### src/rtl/cla_pkg.sv
// -----------------------------------------------------------------------------
// cla_pkg
// Shared definitions for the pipelined carry-lookahead adder/subtractor.
//   OP_ADD / OP_SUB : encoding of the 'sub' operation select input
//   seg_width()     : segment width handled by one pipeline stage
//   geometry_ok()   : legal NBIT/STAGES combination (checked at elaboration)
// -----------------------------------------------------------------------------
package cla_pkg;

  localparam logic OP_ADD = 1'b0;
  localparam logic OP_SUB = 1'b1;

  // Bits resolved per pipeline stage.
  function automatic int seg_width(input int nbit, input int stages);
    return nbit / stages;
  endfunction

  // Stages must split the operand into equal, non-empty segments.
  function automatic bit geometry_ok(input int nbit, input int stages);
    return (stages >= 1) && (stages <= nbit) && ((nbit % stages) == 0);
  endfunction

endpackage

### src/rtl/cla_seg.sv
// -----------------------------------------------------------------------------
// cla_seg
// Combinational SEG-bit carry-lookahead segment. Every carry is a flat
// sum-of-products of generate/propagate terms and the segment carry-in, so
// there is no ripple path through the segment.
//   a, b  : segment operands (b is already inverted for subtraction)
//   ci    : carry into bit 0 of the segment
//   s     : segment sum
//   co    : carry out of the segment MSB
//   c_msb : carry into the segment MSB (used for signed overflow)
// -----------------------------------------------------------------------------
module cla_seg #(
  parameter int SEG = 8
) (
  input  logic [SEG-1:0] a,
  input  logic [SEG-1:0] b,
  input  logic           ci,
  output logic [SEG-1:0] s,
  output logic           co,
  output logic           c_msb
);

  logic [SEG-1:0] w_g;
  logic [SEG-1:0] w_p;
  logic [SEG:0]   w_c;

  assign w_g = a & b;
  assign w_p = a ^ b;

  // Lookahead carries: c[i+1] = ci&p[0..i] | OR_j ( g[j] & p[j+1..i] ).
  always_comb begin
    logic w_acc;
    logic w_term;
    w_acc  = 1'b0;
    w_term = 1'b0;
    w_c    = '0;
    w_c[0] = ci;
    for (int i = 0; i < SEG; i++) begin
      w_acc = ci;
      for (int j = 0; j <= i; j++) begin
        w_acc = w_acc & w_p[j];
      end
      for (int j = 0; j <= i; j++) begin
        w_term = w_g[j];
        for (int m = j + 1; m <= i; m++) begin
          w_term = w_term & w_p[m];
        end
        w_acc = w_acc | w_term;
      end
      w_c[i+1] = w_acc;
    end
  end

  assign s     = w_p ^ w_c[SEG-1:0];
  assign co    = w_c[SEG];
  assign c_msb = w_c[SEG-1];

endmodule

### src/rtl/cla_pipe_adder.sv
// -----------------------------------------------------------------------------
// cla_pipe_adder
// Pipelined carry-lookahead adder/subtractor with valid/ready handshake.
// Stage k resolves segment k and registers its carry forward; operand
// segments not yet consumed ride ahead in skew registers and finished sum
// segments travel alongside, so the last stage presents an aligned result.
//   clk, rst_n           : clock, synchronous active-low reset
//   in_valid / in_ready  : operand beat handshake (in_ready = global advance)
//   a, b, cin, sub       : operands, carry-in (ADD only), 0=ADD 1=SUB
//   out_valid/out_ready  : result handshake
//   s, cout, ovf         : result, carry out of MSB, signed overflow
// -----------------------------------------------------------------------------
module cla_pipe_adder
  import cla_pkg::*;
#(
  parameter int NBIT   = 32,
  parameter int STAGES = 4
) (
  input  logic            clk,
  input  logic            rst_n,
  input  logic            in_valid,
  output logic            in_ready,
  input  logic [NBIT-1:0] a,
  input  logic [NBIT-1:0] b,
  input  logic            cin,
  input  logic            sub,
  output logic            out_valid,
  input  logic            out_ready,
  output logic [NBIT-1:0] s,
  output logic            cout,
  output logic            ovf
);

  localparam int SEG = seg_width(NBIT, STAGES);

  if (!geometry_ok(NBIT, STAGES)) begin : g_bad_geometry
    $error("cla_pipe_adder: NBIT must be a multiple of STAGES and STAGES in 1..NBIT");
  end

  // Whole pipeline moves together; it only stalls when a result is held.
  logic w_adv;
  assign w_adv    = !out_valid || out_ready;
  assign in_ready = w_adv;

  for (genvar k = 0; k < STAGES; k++) begin : g_stage
    localparam int W_IN = NBIT - k * SEG;   // operand bits still unresolved
    localparam int W_S  = (k + 1) * SEG;    // sum bits resolved so far

    logic [W_IN-1:0] w_a_in;
    logic [W_IN-1:0] w_b_in;
    logic            w_c_in;
    logic            w_v_in;
    logic [SEG-1:0]  w_seg_s;
    logic            w_seg_co;
    logic            w_seg_cmsb;
    logic [W_S-1:0]  w_s_next;

    logic            r_v;
    logic            r_c;
    logic [W_S-1:0]  r_s;

    if (k == 0) begin : g_head
      // Subtraction is a + ~b + 1; cin is ignored in that case.
      assign w_a_in   = a;
      assign w_b_in   = (sub == OP_SUB) ? ~b : b;
      assign w_c_in   = (sub == OP_SUB) ? 1'b1 : cin;
      assign w_v_in   = in_valid;
      assign w_s_next = w_seg_s;
    end else begin : g_body
      assign w_a_in   = g_stage[k-1].g_skew.r_a;
      assign w_b_in   = g_stage[k-1].g_skew.r_b;
      assign w_c_in   = g_stage[k-1].r_c;
      assign w_v_in   = g_stage[k-1].r_v;
      assign w_s_next = {w_seg_s, g_stage[k-1].r_s};
    end

    cla_seg #(
      .SEG (SEG)
    ) u_seg (
      .a     (w_a_in[SEG-1:0]),
      .b     (w_b_in[SEG-1:0]),
      .ci    (w_c_in),
      .s     (w_seg_s),
      .co    (w_seg_co),
      .c_msb (w_seg_cmsb)
    );

    // Stage valid, segment carry and accumulated sum register.
    always_ff @(posedge clk) begin
      if (!rst_n) begin
        r_v <= 1'b0;
        r_c <= 1'b0;
        r_s <= '0;
      end else if (w_adv) begin
        r_v <= w_v_in;
        r_c <= w_seg_co;
        r_s <= w_s_next;
      end
    end

    if (k < STAGES - 1) begin : g_skew
      logic [W_IN-SEG-1:0] r_a;
      logic [W_IN-SEG-1:0] r_b;
      // Only intermediate stages resolve carry-into-MSB of a non-top segment.
      logic w_cmsb_unused;
      assign w_cmsb_unused = w_seg_cmsb;

      // Operand segments above this stage wait one more register.
      always_ff @(posedge clk) begin
        if (!rst_n) begin
          r_a <= '0;
          r_b <= '0;
        end else if (w_adv) begin
          r_a <= w_a_in[W_IN-1:SEG];
          r_b <= w_b_in[W_IN-1:SEG];
        end
      end
    end else begin : g_last
      logic r_ovf;

      // Signed overflow: carry into MSB differs from carry out of MSB.
      always_ff @(posedge clk) begin
        if (!rst_n) begin
          r_ovf <= 1'b0;
        end else if (w_adv) begin
          r_ovf <= w_seg_cmsb ^ w_seg_co;
        end
      end
    end
  end

  assign out_valid = g_stage[STAGES-1].r_v;
  assign s         = g_stage[STAGES-1].r_s;
  assign cout      = g_stage[STAGES-1].r_c;
  assign ovf       = g_stage[STAGES-1].g_last.r_ovf;

endmodule

### config.mk
export PLATFORM = sky130hd
export DESIGN_NAME = cla_pipe_adder
export DESIGN_NICKNAME = d
export VERILOG_FILES = /design/src/rtl/cla_pkg.sv /design/src/rtl/cla_seg.sv /design/src/rtl/cla_pipe_adder.sv
export SDC_FILE = /design/constraint.sdc
export NUM_CORES = 1
export LEC_CHECK = 0
export ABC_AREA = 0
export CAP_MARGIN = 40
export CORE_AREA = 2 2 106 149
export DETAILED_ROUTE_END_ITERATION = 10
export DIE_AREA = 0 0 108 151
export HOLD_SLACK_MARGIN = 0.02
export MAX_ROUTING_LAYER = met4
export PLACE_DENSITY = 0.77
export SYNTH_ARGS = -nofsm -noshare
export SYNTH_HDL_FRONTEND = slang
export SYNTH_SLANG_ARGS = --single-unit
export TNS_END_PERCENT = 20
### constraint.sdc
create_clock -name clk -period 3.74 [get_ports clk]
set_input_delay 0.748 -clock clk [delete_from_list [all_inputs] [get_ports clk]]
set_output_delay 0.748 -clock clk [all_outputs]
set_load 0.05 [all_outputs]
==> summary.txt <==
Worst setup path
  • Critical Path Sink Type: flop
  • Peak fanout along the critical path: 5
  • Type of origin of the critical path: input port
  • Critical path class: in2reg
  • Data required time of the critical path: slightly above 4000 ps
  • Worst Path Arrival: around 3100 ps

Min path
  • Tightest Hold Check Type: reg2reg

Die
  • Die Width: 108 microns
  • IO Pins: between 100 and 150
  • Effective utilization at floorplan: 54.4%
  • Height of the die: about 150 microns
  • Standard-cell rows: 53
  • Placeable core area: 14900 sq um
  • Total Die Area: ~16000 sq um

Timing
  • Slew Viols, Final: 0
  • Final worst path period share: 75.6%
  • Setup Viol. Count Final: 0
  • F_max: 354 MHz
  • Final worst slack: 912 ps
  • Hold slack: 457 ps
  • Time the final worst path needs with I/O delays and setup: 2830 ps
  • Total negative slack: 0 ps
  • Setup repair after global routing missed its margin: false
  • Max Clock Skew: 8.99 ps
  • Worst slew margin relative to its limit: around half
  • Worst Max-Slew Pin Slew: 751 ps
  • Final count of hold timing violations: 0

Clocking
  • Resized Gates After CTS: 0
  • Clock buffers created by TritonCTS: 17
  • Maximum buffer depth of the clock tree: 2
  • Number of sinks handled by clock tree synthesis: roughly 190
  • CTS H-tree lvls: 4
  • Worst skew pair latency: about 410 ps
  • Clock tree from TritonCTS: built
  • Clock root cell: sky130_fd_sc_hd__clkbuf_16
  • Clock transition time at the flip-flop clock pins of the worst setup and hold paths: 70 ps
  • Number of buffers inserted by hold repair at cts: 0
  • Post-CTS setup buffers: 0

Layout
  • Number of nets in the finished design: 1114
  • Diodes inserted: 0
  • Final cell utilization of the core: 65.5%
  • Share of cells above drive strength 1: between 5 and 6%
  • Layout area overhead: 20.3%
  • Final instance area: 9770 sq um

Run
  • Reported max-cap violation count: 0

Place
  • Final weighted congestion of routability-driven global placement: 0.745
  • Half-perimeter wire length of the detailed placement result: 10.1 mm
  • IO buf count: 105
  • Worst-case setup slack after placement: 505 ps
  • Area post-placement: about 9000 sq um

Detailed routing
  • Total detailed-routing wirelength: 15.6 mm
  • Routed Antenna Nets: 0
  • Detail-routed net length per standard cell: 12.9 microns
  • Residual DRC: 0
  • DRT Pass-1 Iters: 5
  • Routed vias: roughly 6200
  • 1st-iter DRT viols: ~270
  • Mean number of vias per cell: slightly above 5

Yosys
  • Most area-consuming cells after synthesis: sky130_fd_sc_hd__dfxtp_1 (46%), sky130_fd_sc_hd__nand2_1 (14%), sky130_fd_sc_hd__a21boi_0 (11%)
  • Synth cell count leaders: sky130_fd_sc_hd__nand2_1 (303), sky130_fd_sc_hd__dfxtp_1 (185), sky130_fd_sc_hd__a21boi_0 (121)
  • Post-synthesis cell type count: 43
  • Mean instance size in the synthesized netlist: 8.68 sq um
  • Ys async rst share: 0%
  • Sequential fraction of the synthesis area: 45.6%
  • Count of state elements after synthesis: 185
  • Leading cell type by number of instances after synthesis: sky130_fd_sc_hd__nand2_1
  • Most common flop cell mapped by yosys: sky130_fd_sc_hd__dfxtp_1
  • Cell type contributing the most total cell area after synthesis: sky130_fd_sc_hd__dfxtp_1
  • Post-Syn Nets: 1046
  • Gate count of the mapped netlist: 936
  • Portion of synthesized cell area occupied by the leading cell type: 45.6%
  • Post-synth EDFFs: 0
  • Cell Area, Synth: about 8100 sq um
  • Yosys warnings: 0

Pwr
  • Max rail drop VDD: 275 uV
  • Power density of the placed cells: 443 nW/um^2
  • Leakage power figure: between 4 and 5 nW

Global routing
  • Overall global routing resource usage: 20.2%
  • Maximum number of pins on one net before global-route repair: 154
  • Number of antenna violations at the first check in global routing: 0
  • Via count of the first global-routing pass: 5656
  • Remaining Overflow, GRT: 0
  • Global-route wire length before repair: 25.8 mm

Run status
  • Status: completed
## placed cells by master, fill, tap and decap left out, drive strengths merged, types with 3 or more instances in the layout
master and count:
ha 36, xnor2 32, or2 3, nor2 11
a21oi 30, a211oi 3, nand3 9, clkdlybuf4s50 102
fa 4, and2 12, o21ai 25, o31ai 4
xor2 10, o21a 6, a21o 3, or3 9
nand2 303, buf 9, inv 13, o211ai 5
o211a 30, a32o 3, clkbuf 21, a21boi 121
dfxtp 185, clkinvlp 4, a22o 3, clkinv 3
## power breakdown
| group | total [W] | internal (W) | switching, W | leakage [nW] |
|---|---|---|---|---|
| logic | 0.000545 | 0.000275 | 0.000270 | 2.25 |
| clock network | 0.00162 | 0.000882 | 0.000735 | 0.248 |
| registers | 0.00217 | 0.00210 | 0.0000686 | 1.52 |
## metrics by stage
step,std cells,total power (W)
2_1_floorplan,936,0.00257
3_3_place_gp,1177,0.00275
3_5_place_dp,1177,0.00276
4_1_cts,1207,0.00437
5_1_grt,1207,0.00452
6_report,1207,0.00433
## area by class of cell
type,instances,area (sq um)
Sequential cell,185,3700
Clock inverter,9,66.3
Fill cell,1273,5150
Timing Repair Buffer,111,1120
Tap cell,192,240
Multi-Input combinational cell,678,4130
Clock buffer,21,460
Inverter,11,46.3
## per-layer routing
metal,vias to the layer above,wire length [microns],GRT usage [%]
met5,-,0,-
met2,95,7520,33.0
li1,3257,-,-
met3,16,450,3.18
met1,2851,7320,25.0
met4,0,260,7.88
## final timing paths
path / slack [ps] / to / from / depth (start not counted)
hold reg to reg: 460 / g_stage[2].g_skew.r_b[2] / g_stage[2].g_skew.r_b[2] / 2
setup / recovery: 910 / g_stage[0].r_s[6] / b[0] / 9
setup reg to reg: 1580 / g_stage[1].r_s[15] / g_stage[0].g_skew.r_a[0] / 7
hold / removal: 460 / g_stage[2].g_skew.r_b[2] / g_stage[2].g_skew.r_b[2] / 2
## cell families (layout without fill, tap and decap cells)
family,count (synthesis),in the layout,share of synthesized area [%]
DFF,185,185,45.6
adders and majority gates,40,40,6.53
and+or+nand+nor,356,356,17.7
xor gates and xnor gates,42,42,4.53
AOI/OAI and AO/OA,239,239,21.9
buffers and inverters,73,152,3.62
muxes,1,1,0.123
## registers in the layout, summed over array words and instances (netlist names)
name and flops:
g_stage.r_s 48, ovf 1, g_stage.g_skew.r_b 48, s 32, g_stage.r_v 3, out_valid 1, g_stage.r_c 3, g_stage.g_skew.r_a 48
cout 1
## worst max-delay path: stages
cell and delay (ps):
sky130_fd_sc_hd__clkdlybuf4s50_1 470, sky130_fd_sc_hd__xor2_1 190, sky130_fd_sc_hd__ha_1 260, sky130_fd_sc_hd__ha_1 190, sky130_fd_sc_hd__o211ai_1 310, sky130_fd_sc_hd__a21oi_1 140
sky130_fd_sc_hd__o21a_1 240, sky130_fd_sc_hd__or3_1 320, sky130_fd_sc_hd__a32o_1 250
(Power assumes the default switching activity.)
